$ cat src/rtl/csa_seq_sub.sv
// Multi-cycle WIDTH-bit subtractor (diff = x - y - bin) resolving one
// SLICE-bit carry-select slice per clock, with start/busy/done handshake.
module csa_seq_sub #(
  parameter int unsigned WIDTH = 64,
  parameter int unsigned SLICE = 16
) (
  input  logic             clk,
  input  logic             rst_n,
  input  logic             start,
  input  logic [WIDTH-1:0] x,
  input  logic [WIDTH-1:0] y,
  input  logic             bin,
  output logic             busy,
  output logic             done,
  output logic [WIDTH-1:0] diff,
  output logic             bout
);

  localparam int unsigned NSLICE = WIDTH / SLICE;
  localparam int unsigned IDXW   = (NSLICE > 1) ? $clog2(NSLICE) : 1;

  typedef enum logic [1:0] {IDLE, RUN, DONE} state_t;

  state_t           state_q;
  logic [WIDTH-1:0] x_q, yn_q, acc_q, diff_q;
  logic [IDXW-1:0]  idx_q;
  logic             carry_q, busy_q, done_q, bout_q;

  logic [SLICE-1:0] xs, ysn;
  logic [SLICE:0]   s0, s1, sel;
  logic [WIDTH-1:0] acc_d;
  logic             last;

  // Borrow chain runs as an inverted carry: x + ~y + ~bin.
  always_comb begin
    xs  = '0;
    ysn = '0;
    for (int unsigned i = 0; i < NSLICE; i++) begin
      if (idx_q == IDXW'(i)) begin
        xs  = x_q[i*SLICE +: SLICE];
        ysn = yn_q[i*SLICE +: SLICE];
      end
    end
    s0  = {1'b0, xs} + {1'b0, ysn};
    s1  = {1'b0, xs} + {1'b0, ysn} + {{SLICE{1'b0}}, 1'b1};
    sel = carry_q ? s1 : s0;
    acc_d = acc_q;
    for (int unsigned i = 0; i < NSLICE; i++) begin
      if (idx_q == IDXW'(i)) acc_d[i*SLICE +: SLICE] = sel[SLICE-1:0];
    end
    last = (idx_q == IDXW'(NSLICE - 1));
  end

  always_ff @(posedge clk or negedge rst_n) begin
    if (!rst_n) begin
      state_q <= IDLE;
      x_q     <= '0;
      yn_q    <= '0;
      acc_q   <= '0;
      diff_q  <= '0;
      idx_q   <= '0;
      carry_q <= 1'b0;
      busy_q  <= 1'b0;
      done_q  <= 1'b0;
      bout_q  <= 1'b0;
    end else begin
      case (state_q)
        IDLE, DONE: begin
          done_q <= 1'b0;
          if (start) begin
            x_q     <= x;
            yn_q    <= ~y;
            carry_q <= ~bin;
            idx_q   <= '0;
            state_q <= RUN;
            busy_q  <= 1'b1;
          end else begin
            state_q <= IDLE;
          end
        end
        RUN: begin
          acc_q   <= acc_d;
          carry_q <= sel[SLICE];
          idx_q   <= idx_q + 1'b1;
          if (last) begin
            diff_q  <= acc_d;
            bout_q  <= ~sel[SLICE];
            done_q  <= 1'b1;
            busy_q  <= 1'b0;
            state_q <= DONE;
          end
        end
        default: state_q <= IDLE;
      endcase
    end
  end

  assign busy = busy_q;
  assign done = done_q;
  assign diff = diff_q;
  assign bout = bout_q;

endmodule

$ cat config.mk
export PLATFORM = sky130hd
export DESIGN_NAME = csa_seq_sub
export DESIGN_NICKNAME = d
export VERILOG_FILES = /design/src/rtl/csa_seq_sub.sv
export SDC_FILE = /design/constraint.sdc
export NUM_CORES = 1
export LEC_CHECK = 0
export BUFFER_PORTS_ARGS = -buffer_cell sky130_fd_sc_hd__clkbuf_2
export CAP_MARGIN = 20
export CORE_MARGIN = 2
export CORE_UTILIZATION = 60
export CTS_CLUSTER_DIAMETER = 30
export DETAILED_ROUTE_END_ITERATION = 7
export MAX_ROUTING_LAYER = met4
export PLACE_DENSITY = 0.87
export SLEW_MARGIN = 20
export SYNTH_ARGS = -nofsm -noshare
export SYNTH_HDL_FRONTEND = slang
export SYNTH_SLANG_ARGS = --single-unit
$ cat constraint.sdc
create_clock -name clk -period 6.6 [get_ports clk]
set_input_delay 0.33 -clock clk [delete_from_list [all_inputs] [get_ports clk]]
set_output_delay 0.33 -clock clk [all_outputs]
set_load 0.05 [all_outputs]
# Yosys cells after proc, flatten, opt, wreduce, memory -nomap -nowiden
# Index checks and enable logic that the tools add are counted.
# classes
n_addsub	3
n_mul	0
n_div	0
order_cmp	0
n_eq_ne	7
shifts	0
n_mux	25
bitwise_logic	3
n_reduce_logical	9
# ops
op	n
16-bit two-way mux	12
64-bit NOT	1
16-bit by 16-bit adder with 17-bit output	1
17-bit by 1-bit adder with 17-bit output (second input constant)	1
17-bit two-way mux	1
2-bit case mux with 2 select lines	2
2-bit AND reduction	4
2-bit == test (second input constant)	3
1-bit case mux with 2 select lines	3
1-bit two-way mux	5
2-bit by 1-bit == test with 1-bit output (second input constant)	2
2-bit zero test	2
2-bit two-way mux	2
2-bit inequality test (second input constant)	2
3-bit AND reduction	1
2-bit by 1-bit adder with 2-bit output (second input constant)	1
1-bit NOT	2
2-bit nonzero test	1
2-bit OR reduction	1
# word_totals
regBits	264
latchBits	0
ramBits	0
mem_bits_ro	0
elab_cells	57
n_memories	0

# Depth between registers and ports, before layout
# Gate-level depths: netlist (run 1).
# logic_depth
word_depth	9
depth_mapped	19

# Worst setup path before layout (run 1)
# OpenSTA, ideal clock, no wires.
# synth_path
kind	flip-flop to flip-flop
startpoint	register idx_q[1]
endpoint	register carry_q
setup_time_ns	0.126
t_arrival_ns	4.110
setup_slack_ns	2.364
stages_incl_launch_ff	19
path_buffers	2
path_cell_list	dfrtp_1 > inv_1 > ha_1 > clkbuf_1 > nor2_1 > clkbuf_1 > a221o_1 > o21ai_0 > o21ai_0 > ha_1 > fa_1 > a21o_1 > a221o_2 > xor2_1 > o211ai_2 > nor4_4 > nand4_1 > xor2_1 > a221o_1
# synth_between
elab_chain_len	9
elab_cells_between_ends	16
cone_classes	add/sub: 2; eq/ne: 3; mux: 10; reduce/logical: 1
# synth_lines
item	line_no	rtl
start: declaration	26	logic [IDXW-1:0] idx_q;
start signal: assignment	84	idx_q <= idx_q + 1'b1;
2-bit zero test	39	if (idx_q == IDXW'(i)) begin
16-bit two-way mux (4 in series)	39	
16-bit by 16-bit adder with 17-bit output *	44, 45	
17-bit by 1-bit adder with 17-bit output	45	s1 = {1'b0, xs} + {1'b0, ysn} + {{SLICE{1'b0}}, 1'b1};
17-bit two-way mux *	46	sel = carry_q ? s1 : s0;
1-bit case mux with 2 select lines *	67	case (state_q)
end signal: assignment	73	carry_q <= ~bin;
end signal: assignment	83	carry_q <= sel[SLICE];
end: declaration	27	logic carry_q, busy_q, done_q, bout_q;
# Every way passes the cells marked *; elsewhere a longest branch is shown, timed or not.
# A chain may end at the register's enable or synchronous reset.

# Worst setup path after layout (run 1)
# layout_path
startpoint	register idx_q[0]
endpoint	register acc_q[27]
# layout_between
elab_chain_len	9
elab_cells_between_ends	16
cone_classes	add/sub: 2; eq/ne: 3; mux: 10; reduce/logical: 1
# layout_lines
item	line_no	rtl
2-bit zero test	39	
16-bit two-way mux (4 in series)	39	
16-bit by 16-bit adder with 17-bit output	44, 45	
17-bit by 1-bit adder with 17-bit output	45	
17-bit two-way mux	46	
16-bit two-way mux *	49	if (idx_q == IDXW'(i)) acc_d[i*SLICE +: SLICE] = sel[SLICE-1:0];
end signal: assignment	59	acc_q <= '0;
end signal: assignment	82	acc_q <= acc_d;
end: declaration	25	logic [WIDTH-1:0] x_q, yn_q, acc_q, diff_q;
# Marks and branches as above.

==> run_results.csv, run 1 <==
group,metric,value,unit
setup_path,arrival,6070,ps
synth,syn_area,11400,sq um
die,io_pins,199,
route,viasPerCell,6.07,
setup_path,cp_max_fo,21,
cts,h-tree-depth,2,
die,start_util,0.611,
setup_path,reg2reg_depth,16,
setup_path,reg2reg_slack,880,ps
setup_path,worst_setup_path_end_kind,"flop",
die,num_rows,50,
synth,synth_edf_count,0,
setup_path,crit_required,6950,ps
sta,hold_viol,0,
placed_design,dp_hpwl,19.7,mm
placed_design,port_buffers,198,
global_route,grt_max_degree,143,
sta,worst_pin_slew,1030,ps
synth,yosysWarningCount,0,
finish,final_util,0.768,
setup_path,r2r-start,"idx_q[0]",
placed_design,pre_cts_ws,1110,ps
global_route,grt_use_total,0.343,
cts,post_cts_resized,0,
synth,yosysSeqAreaShare,0.543,
die,core,18700,sq um
route,postRouteWirelength,33.1,mm
synth,synth_ff_type,"dfrtp_1",
finish,nNetsFinal,1632,
finish,fillerInstances,1175,
finish,area_growth,25.6,%
setup_path,path_class,"reg2reg",
cts,cts_root_buf,"clkbuf_16",
sta,grt_setup_unrepaired,"no",
sta,whs,1.23,ps
placed_design,gp_congestion,0.905,
route,vias,10593,
synth,synthCells,1274,
sta,min_period,5720,ps
synth,syn-num-nets,1428,
sta,finClkSkew,16.3,ps
cts,clock_latency,530,ps
global_route,grt_pass1_wl,53.0,mm
sta,drv_slew,0,
sta,finalSetupViolCount,0,
min_path,hold_path_depth,3,
run_status,status,"completed",
finish,num_antenna_cells,0,
sta,max_freq,175,MHz
route,first_pass_iters,6,
cts,clk_pin_slew,50,ps
route,dr.first_iter.drc_count,1153,
setup_path,start_kind,"flop",
min_path,hold_start,"x[43]",
finish,drive_gt1_frac,0.204,
global_route,grt_pass1_vias,10293,
route,ant_nets,0,
cts,cts_tree,"yes",
global_route,grt-ovfl-total,0,
synth,synth_cell_types,58,
sta,post-route-period-util,0.867,
die,die-area,20200,sq um
cts,cts_made_buffers,42,
sta,fin_ws,880,ps
die,die_x,142,um
synth,async_flop_share,1.00,
min_path,min_path_type,"in2reg",
run,cap_violations,0,
cts,cts_buffer_depth,3,
route,drc,0,
synth,syn_area_per_cell,8.97,sq um
min_path,whs_endpoint,"x_q[43]",
finish,final_common_cell,"nand2_1",
sta,max_slew_margin,0.313,
setup_path,reg2reg_to,"acc_q[27]",
global_route,antenna_found_initial,0,
route,wl_per_cell,19.0,um
die,die_h,142,um
synth,ys_ff_latch,248,
finish,final_cell_mix,"nand2_1, dfrtp_1, o21ai_0",
sta,finalSetupTns,0,ps
cts,clock-sinks,248,
-- worst max path at each step --
stage               startpoint         to  slack, ps  cells past startpoint
floorplan             idx_q[1]    carry_q       2360                     18
global placement      idx_q[0]  acc_q[27]       1210                     16
detailed placement    idx_q[0]  acc_q[27]       1110                     16
CTS                   idx_q[0]  acc_q[27]        990                     16
global route          idx_q[1]  acc_q[27]        440                     16
finish                idx_q[0]  acc_q[27]        880                     16
-- cells in the mapped netlist, types with 3 or more instances --
cell type,n,area share
xor2_1,11,0.0084
dfrtp_1,248,0.54
o21a_1,3,0.0020
nor3_1,5,0.0022
buf_2,4,0.0018
xnor2_1,13,0.010
nor2_1,53,0.017
nand4_1,5,0.0027
nand3_1,3,0.0013
and3_1,24,0.013
o21ai_1,10,0.0044
nand2_1,393,0.13
o31ai_1,3,0.0020
a211oi_1,5,0.0033
a21o_1,12,0.0079
a221o_1,33,0.029
inv_1,6,0.0020
nor2b_1,6,0.0033
ha_1,21,0.023
clkbuf_1,85,0.028
a21oi_1,65,0.028
o211ai_1,5,0.0033
mux2i_1,7,0.0061
mux2_2,3,0.0030
o21ai_0,212,0.093
-- what timing repair did --
item | 4_1_cts | 5_1_grt
buffers inserted | 0 | 0
endpoints found under the hold margin | 156 | 0
hold buffers | 39 | 0
-- area by class of cell --
cell class	instances	area, sq um	share of cell area
clock buffers	51	1150	0.0804
clock inverters	25	294	0.0205
inverters	6	22.5	0.00157
multi-input cells	930	4890	0.340
flip-flops and latches	248	6210	0.432
well taps	234	293	0.0204
repair buffers	250	1510	0.105
-- critical path, stage by stage (launching register included) --
cell      delay [ps]
dfrtp_1          430
inv_1            100
ha_1             410
inv_1            440
nor2_2           720
a221o_1          240
o21ai_0          130
o21ai_0          440
ha_1             330
a211oi_1         390
o21ai_0          190
xor2_1           350
o211ai_2         260
nor3_2           340
nand3_1          150
xor2_1           450
o21ai_0          190
-- per-layer routing --
metal  up-vias  GRT usage  share of wire
met5         -          -              0
met2       649      0.537           0.48
met1      5063      0.442           0.38
li1       4760          -              -
met3       121     0.0710          0.097
met4         0      0.140          0.040
-- cells by family after synthesis --
group | after synthesis | share of synthesized area
AND/OR/NAND/NOR | 505 | 0.181
AO/OA/AOI/OAI | 365 | 0.187
multiplexers | 11 | 0.0103
XOR/XNOR | 27 | 0.0227
buffers and inverters | 96 | 0.0320
adder cells (fa/ha/maj) | 22 | 0.0247
flip-flops | 248 | 0.543
-- metrics by stage --
stage | instance area [sq um] | std cells
4_1_cts | 14400 | 1744
5_1_grt | 14400 | 1744
2_1_floorplan | 11400 | 1274
3_5_place_dp | 12500 | 1629
6_report | 14400 | 1744
3_3_place_gp | 12500 | 1629
-- flip-flops by register name, indices dropped and copies added (netlist names) --
| register | count |
|---|---|
| done | 1 |
| yn_q | 64 |
| bout | 1 |
| busy | 1 |
| acc_q | 48 |
| carry_q | 1 |
| idx_q | 2 |
| diff | 64 |
| x_q | 64 |
| state_q | 2 |
Power of run 1 is not shown: default switching activity piles up to over one toggle a cycle in this logic, so the estimate is an artifact.
==> inputs of run 2 (changes only) <==
--- a/config.mk
+++ b/config.mk
@@ -12,7 +12,7 @@
 export CTS_CLUSTER_DIAMETER = 30
 export DETAILED_ROUTE_END_ITERATION = 7
 export MAX_ROUTING_LAYER = met4
-export PLACE_DENSITY = 0.87
+export PLACE_DENSITY = 0.94
 export SLEW_MARGIN = 20
 export SYNTH_ARGS = -nofsm -noshare
 export SYNTH_HDL_FRONTEND = slang
==> run 2 against run 1 <==
Against the previous run:
- sequential share of layout area rose by 1.2 points
- critical path depth unchanged
- clock skew is 0.90 ps lower
- sequential cell count did not move
- die area stayed put
- count of clock-buffer cells in the layout fell by 5
- global-route usage down 0.91 points
- via count is 0.43% lower
- final area shrank 2.6%
==> run_results.csv, run 2 (synthesized netlist as in run 1, its figures left out) <==
group,metric,value,unit
finish,drive_gt1_frac,0.207,
global_route,antenna_found_initial,0,
sta,hold_viol,0,
die,die_h,142,um
setup_path,arrival,6060,ps
route,vias,10547,
finish,finalNonFillerCells,1703,
min_path,hold_start,"x[42]",
finish,final_cell_mix,"nand2_1, dfrtp_1, o21ai_0",
placed_design,dp_hpwl,20.4,mm
cts,cts_root_buf,"clkbuf_16",
cts,cts_made_buffers,40,
sta,finClkSkew,15.4,ps
cts,cts_hold_buffers,1,
placed_design,port_buffers,198,
setup_path,start_kind,"flop",
sta,grt_setup_unrepaired,"no",
min_path,whs_endpoint,"x_q[42]",
sta,max_slew_margin,0.302,
route,ant_nets,0,
sta,finalSetupViolCount,0,
finish,area_growth,22.4,%
finish,fillerInstances,1212,
sta,fin_ws,883,ps
run,cap_violations,0,
setup_path,cp_slowest_cell,"nor2_4",
setup_path,reg2reg_slack,880,ps
setup_path,cp_max_fo,24,
global_route,grt_max_degree,150,
sta,worst_pin_slew,1040,ps
global_route,grt_use_total,0.334,
setup_path,reg2reg_to,"acc_q[45]",
setup_path,crit_required,6940,ps
setup_path,r2r-start,"idx_q[0]",
setup_path,reg2reg_depth,16,
finish,final_common_cell,"nand2_1",
cts,cts_setup_buffers,0,
die,io_pins,199,
setup_path,path_cells,"inv_1 > ha_1 > inv_1 > nor2_4 > a221o_1 > o21ai_0 > o21ai_0 > ha_1 > and3_1 > a221o_2 > xor2_1 > o211ai_2 > nor3_1 > nand3_2 > xnor2_2 > o21ai_0",
global_route,grt-ovfl-total,0,
sta,finalSetupTns,0,ps
min_path,hold_path_depth,3,
placed_design,pre_cts_ws,643,ps
die,die_x,142,um
placed_design,dp_cells,1628,
die,start_util,0.611,
setup_path,path_class,"reg2reg",
global_route,grt_pass1_vias,9950,
setup_path,crit_top_cell,"o21ai_0",
setup_path,worst_setup_path_end_kind,"flop",
sta,drv_slew,0,
cts,clock-sinks,248,
route,postRouteWirelength,32.8,mm
die,num_rows,50,
route,wl_per_cell,19.2,um
finish,nNetsFinal,1593,
run_status,status,"completed",
cts,cts_buffer_depth,3,
sta,min_period,5720,ps
cts,clk_pin_slew,50,ps
route,dr.first_iter.drc_count,1262,
route,first_pass_iters,7,
route,viasPerCell,6.19,
cts,h-tree-depth,2,
route,drc,0,
sta,post-route-period-util,0.866,
sta,max_freq,175,MHz
setup_path,cpPeakStageDelay,680,ps
placed_design,gp_congestion,0.906,
cts,post_cts_resized,0,
cts,clock_latency,510,ps
die,core,18700,sq um
global_route,grt_pass1_wl,51.7,mm
cts,cts_tree,"yes",
min_path,min_path_type,"in2reg",
die,die-area,20200,sq um
finish,num_antenna_cells,0,
[run 2: per-layer routing]
layer,routed length (um),vias up,track usage
li1,-,4677,-
met3,3220,109,0.0639
met1,12600,5087,0.434
met5,0,-,-
met2,15800,674,0.527
met4,1160,0,0.125
[run 2: layout make-up]
class                      instances  area [sq um]  share of cell area
clock buffer                      46          1070              0.0769
inverter                           6          22.5             0.00161
tap                              234           293              0.0209
timing repair buffer             213          1140              0.0814
multi-input combinational        930          4890               0.350
clock inverter                    26           359              0.0257
sequential                       248          6210               0.444
[run 2: how the worst max path moves through the flow]
stage / start / to / slack (ps) / cells past startpoint
floorplan: idx_q[1] / carry_q / 2360 / 18
global placement: idx_q[0] / acc_q[43] / 960 / 16
detailed placement: idx_q[0] / acc_q[43] / 640 / 16
CTS: idx_q[0] / diff[43] / 610 / 16
global route: idx_q[1] / acc_q[29] / 530 / 16
finish: idx_q[0] / acc_q[45] / 880 / 16
[run 2: per-stage QoR]
step	area [sq um]	util	hold WS (ps)
after global placement	12500	0.668	452
after CTS	13900	0.745	6.06
after global routing	14000	0.748	18.1
after detailed placement	12500	0.668	462
final	14000	0.748	15.9
after floorplan	11400	-	34.4
[run 2: critical path: cells and delay by family, from the launching register on]
family	cells	cell delay [ps]
AO/OA/AOI/OAI	6	1620
AND/OR/NAND/NOR	4	1480
adder cells (fa/ha/maj)	2	750
buffers and inverters	2	560
flip-flops	1	430
XOR/XNOR	2	680
Power of run 2 is left out for the same reason.
==> inputs of run 3 (changes only) <==
--- a/config.mk
+++ b/config.mk
@@ -7,10 +7,11 @@
 export LEC_CHECK = 0
 export BUFFER_PORTS_ARGS = -buffer_cell sky130_fd_sc_hd__clkbuf_2
 export CAP_MARGIN = 20
-export CORE_MARGIN = 2
+export CORE_ASPECT_RATIO = 2
 export CORE_UTILIZATION = 60
 export CTS_CLUSTER_DIAMETER = 30
 export DETAILED_ROUTE_END_ITERATION = 7
+export GPL_TIMING_DRIVEN = 0
 export MAX_ROUTING_LAYER = met4
 export PLACE_DENSITY = 0.94
 export SLEW_MARGIN = 20
==> run 3 against run 2 <==
Against the previous run:
- register-to-register slack got worse by 120 ps
- routed wire length rose by 15%
- via count rose by 5.2%
- hold slack got worse by 29 ps
- highest routed layer unchanged
- non-clock buffer count rose by 111
- critical path depth did not move
- core utilization rose by 0.066 points
- first-iteration DRC count fell by 33%
- global-route usage rose by 6.9 points
- the run now ends with DRC, hold timing left
- fmax fell by 2.1%
==> run_results.csv, run 3 (synthesized netlist as in run 1, its figures left out) <==
group,metric,value,unit
run_status,status,"finished, violations left",
run_status,violations,"DRC, hold timing",
finish,num_antenna_cells,0,
sta,finClkSkew,18.3,ps
route,drc,1,
route,wl_per_cell,20.9,um
route,first_pass_iters,8,
setup_path,reg2reg_to,"diff[43]",
placed_design,pre_cts_ws,977,ps
sta,grt_setup_unrepaired,"no",
finish,final_common_cell,"nand2_1",
route,viasPerCell,6.13,
setup_path,path_class,"reg2reg",
setup_path,reg2reg_slack,760,ps
cts,clk_pin_slew,70,ps
cts,cts_buffer_depth,3,
sta,finalSetupTns,0,ps
route,dr.first_iter.drc_count,841,
sta,hold_viol,9,
sta,max_freq,171,MHz
setup_path,start_kind,"flop",
die,die-area,19600,sq um
global_route,grt_pass1_wl,57.5,mm
setup_path,worst_setup_path_end_kind,"flop",
finish,nNetsFinal,1690,
cts,cts_root_buf,"clkbuf_16",
route,postRouteWirelength,37.7,mm
route,wl_met3,2.63,mm
die,num_rows,71,
sta,min_period,5840,ps
die,die_h,197,um
sta,post-route-period-util,0.885,
setup_path,arrival,6210,ps
die,start_util,0.610,
sta,whs,-12.8,ps
cts,cts_made_buffers,26,
cts,clock-sinks,248,
die,io_pins,199,
placed_design,port_buffers,198,
min_path,hold_start,"y[31]",
finish,final_area,14000,sq um
min_path,hold_path_depth,2,
finish,area_growth,22.7,%
sta,finalSetupViolCount,0,
cts,h-tree-depth,1,
route,wl_met1,11.4,mm
route,wl_met2,19.6,mm
cts,post_cts_resized,0,
sta,worst_pin_slew,882,ps
sta,drv_slew,0,
cts,clock_latency,540,ps
global_route,antenna_found_initial,0,
placed_design,dp_hpwl,26.8,mm
setup_path,r2r-start,"idx_q[0]",
global_route,grt_max_degree,99,
setup_path,cp_max_fo,10,
finish,drive_gt1_frac,0.169,
placed_design,gp_congestion,0.954,
global_route,grt_pass1_vias,11271,
setup_path,reg2reg_depth,16,
sta,fin_ws,759,ps
route,vias,11097,
finish,final_cell_mix,"nand2_1, dfrtp_1, o21ai_0",
sta,max_slew_margin,0.408,
route,ant_nets,0,
min_path,min_path_type,"in2reg",
placed_design,placed_cell_area,12800,sq um
die,core,18700,sq um
run,cap_violations,0,
die,die_x,99.6,um
cts,cts_tree,"yes",
global_route,grt_use_total,0.403,
global_route,grt-ovfl-total,0,
cts,cts_setup_buffers,0,
setup_path,crit_required,6970,ps
min_path,whs_endpoint,"yn_q[31]",
route,top_layer,"met4",
==> run 3: cell types whose count changed in the layout (fill, tap and decap cells not counted), moves of 2 or more <==
cell	before	now
clkinv_2	9	3
inv_8	0	2
clkbuf_1	2	88
dlygate4sd3_1	2	34
clkbuf_16	41	27
buf_2	0	4
bufinv_16	8	2
clkinv_4	4	1
ha_1	18	21
ha_2	3	0
buf_4	12	0
==> run 3: what timing repair did <==
action,4_1_cts,5_1_grt
hold endpoints to repair,93,0
endpoints found under the setup margin,0,0
hold buffers,34,0
==> run 3: through the flow <==
stage	std cells	utilization
after floorplan	1274	-
after global placement	1727	0.680
after global routing	1809	0.748
final	1809	0.748
after CTS	1809	0.748
after detailed placement	1729	0.683
==> run 3: metal layers <==
layer / global-route usage / vias to the layer above
met5: - / -
met1: 0.376 / 5250
li1: - / 4860
met2: 0.696 / 739
met4: 0.377 / 0
met3: 0.0563 / 248
==> run 3: cell type report <==
cell class / count / area (sq um)
inverters: 6 / 22.5
fillers: 1234 / 4720
clock buffers: 33 / 728
plain buffers: 90 / 343
flip-flops and latches: 248 / 6210
repair buffers: 234 / 1400
well taps: 255 / 319
multi-input cells: 930 / 4860
clock inverters: 13 / 154
==> run 3: how the worst max path moves through the flow <==
stage                  start   endpoint  slack, ps  cells after the start
detailed placement  idx_q[1]   diff[43]        980                     17
global placement       rst_n    x_q[52]        540                      1
floorplan           idx_q[1]    carry_q       2360                     18
CTS                 idx_q[0]   diff[43]        900                     16
global route        idx_q[0]  acc_q[43]        450                     16
finish              idx_q[0]   diff[43]        760                     16
==> run 3: critical path, cell delays in order, from the launching register on <==
cell      delay (ps)
dfrtp_1          440
ha_1             220
clkbuf_1         200
nor2_1           430
clkbuf_1         610
a221o_1          270
o21ai_0          260
o21ai_0          430
ha_1             320
a211oi_1         390
o21ai_0          190
xor2_1           360
o211ai_2         260
nor3_2           350
nand3_1          140
xor2_1           580
o21ai_0          220
Power of run 3 is left out for the same reason.
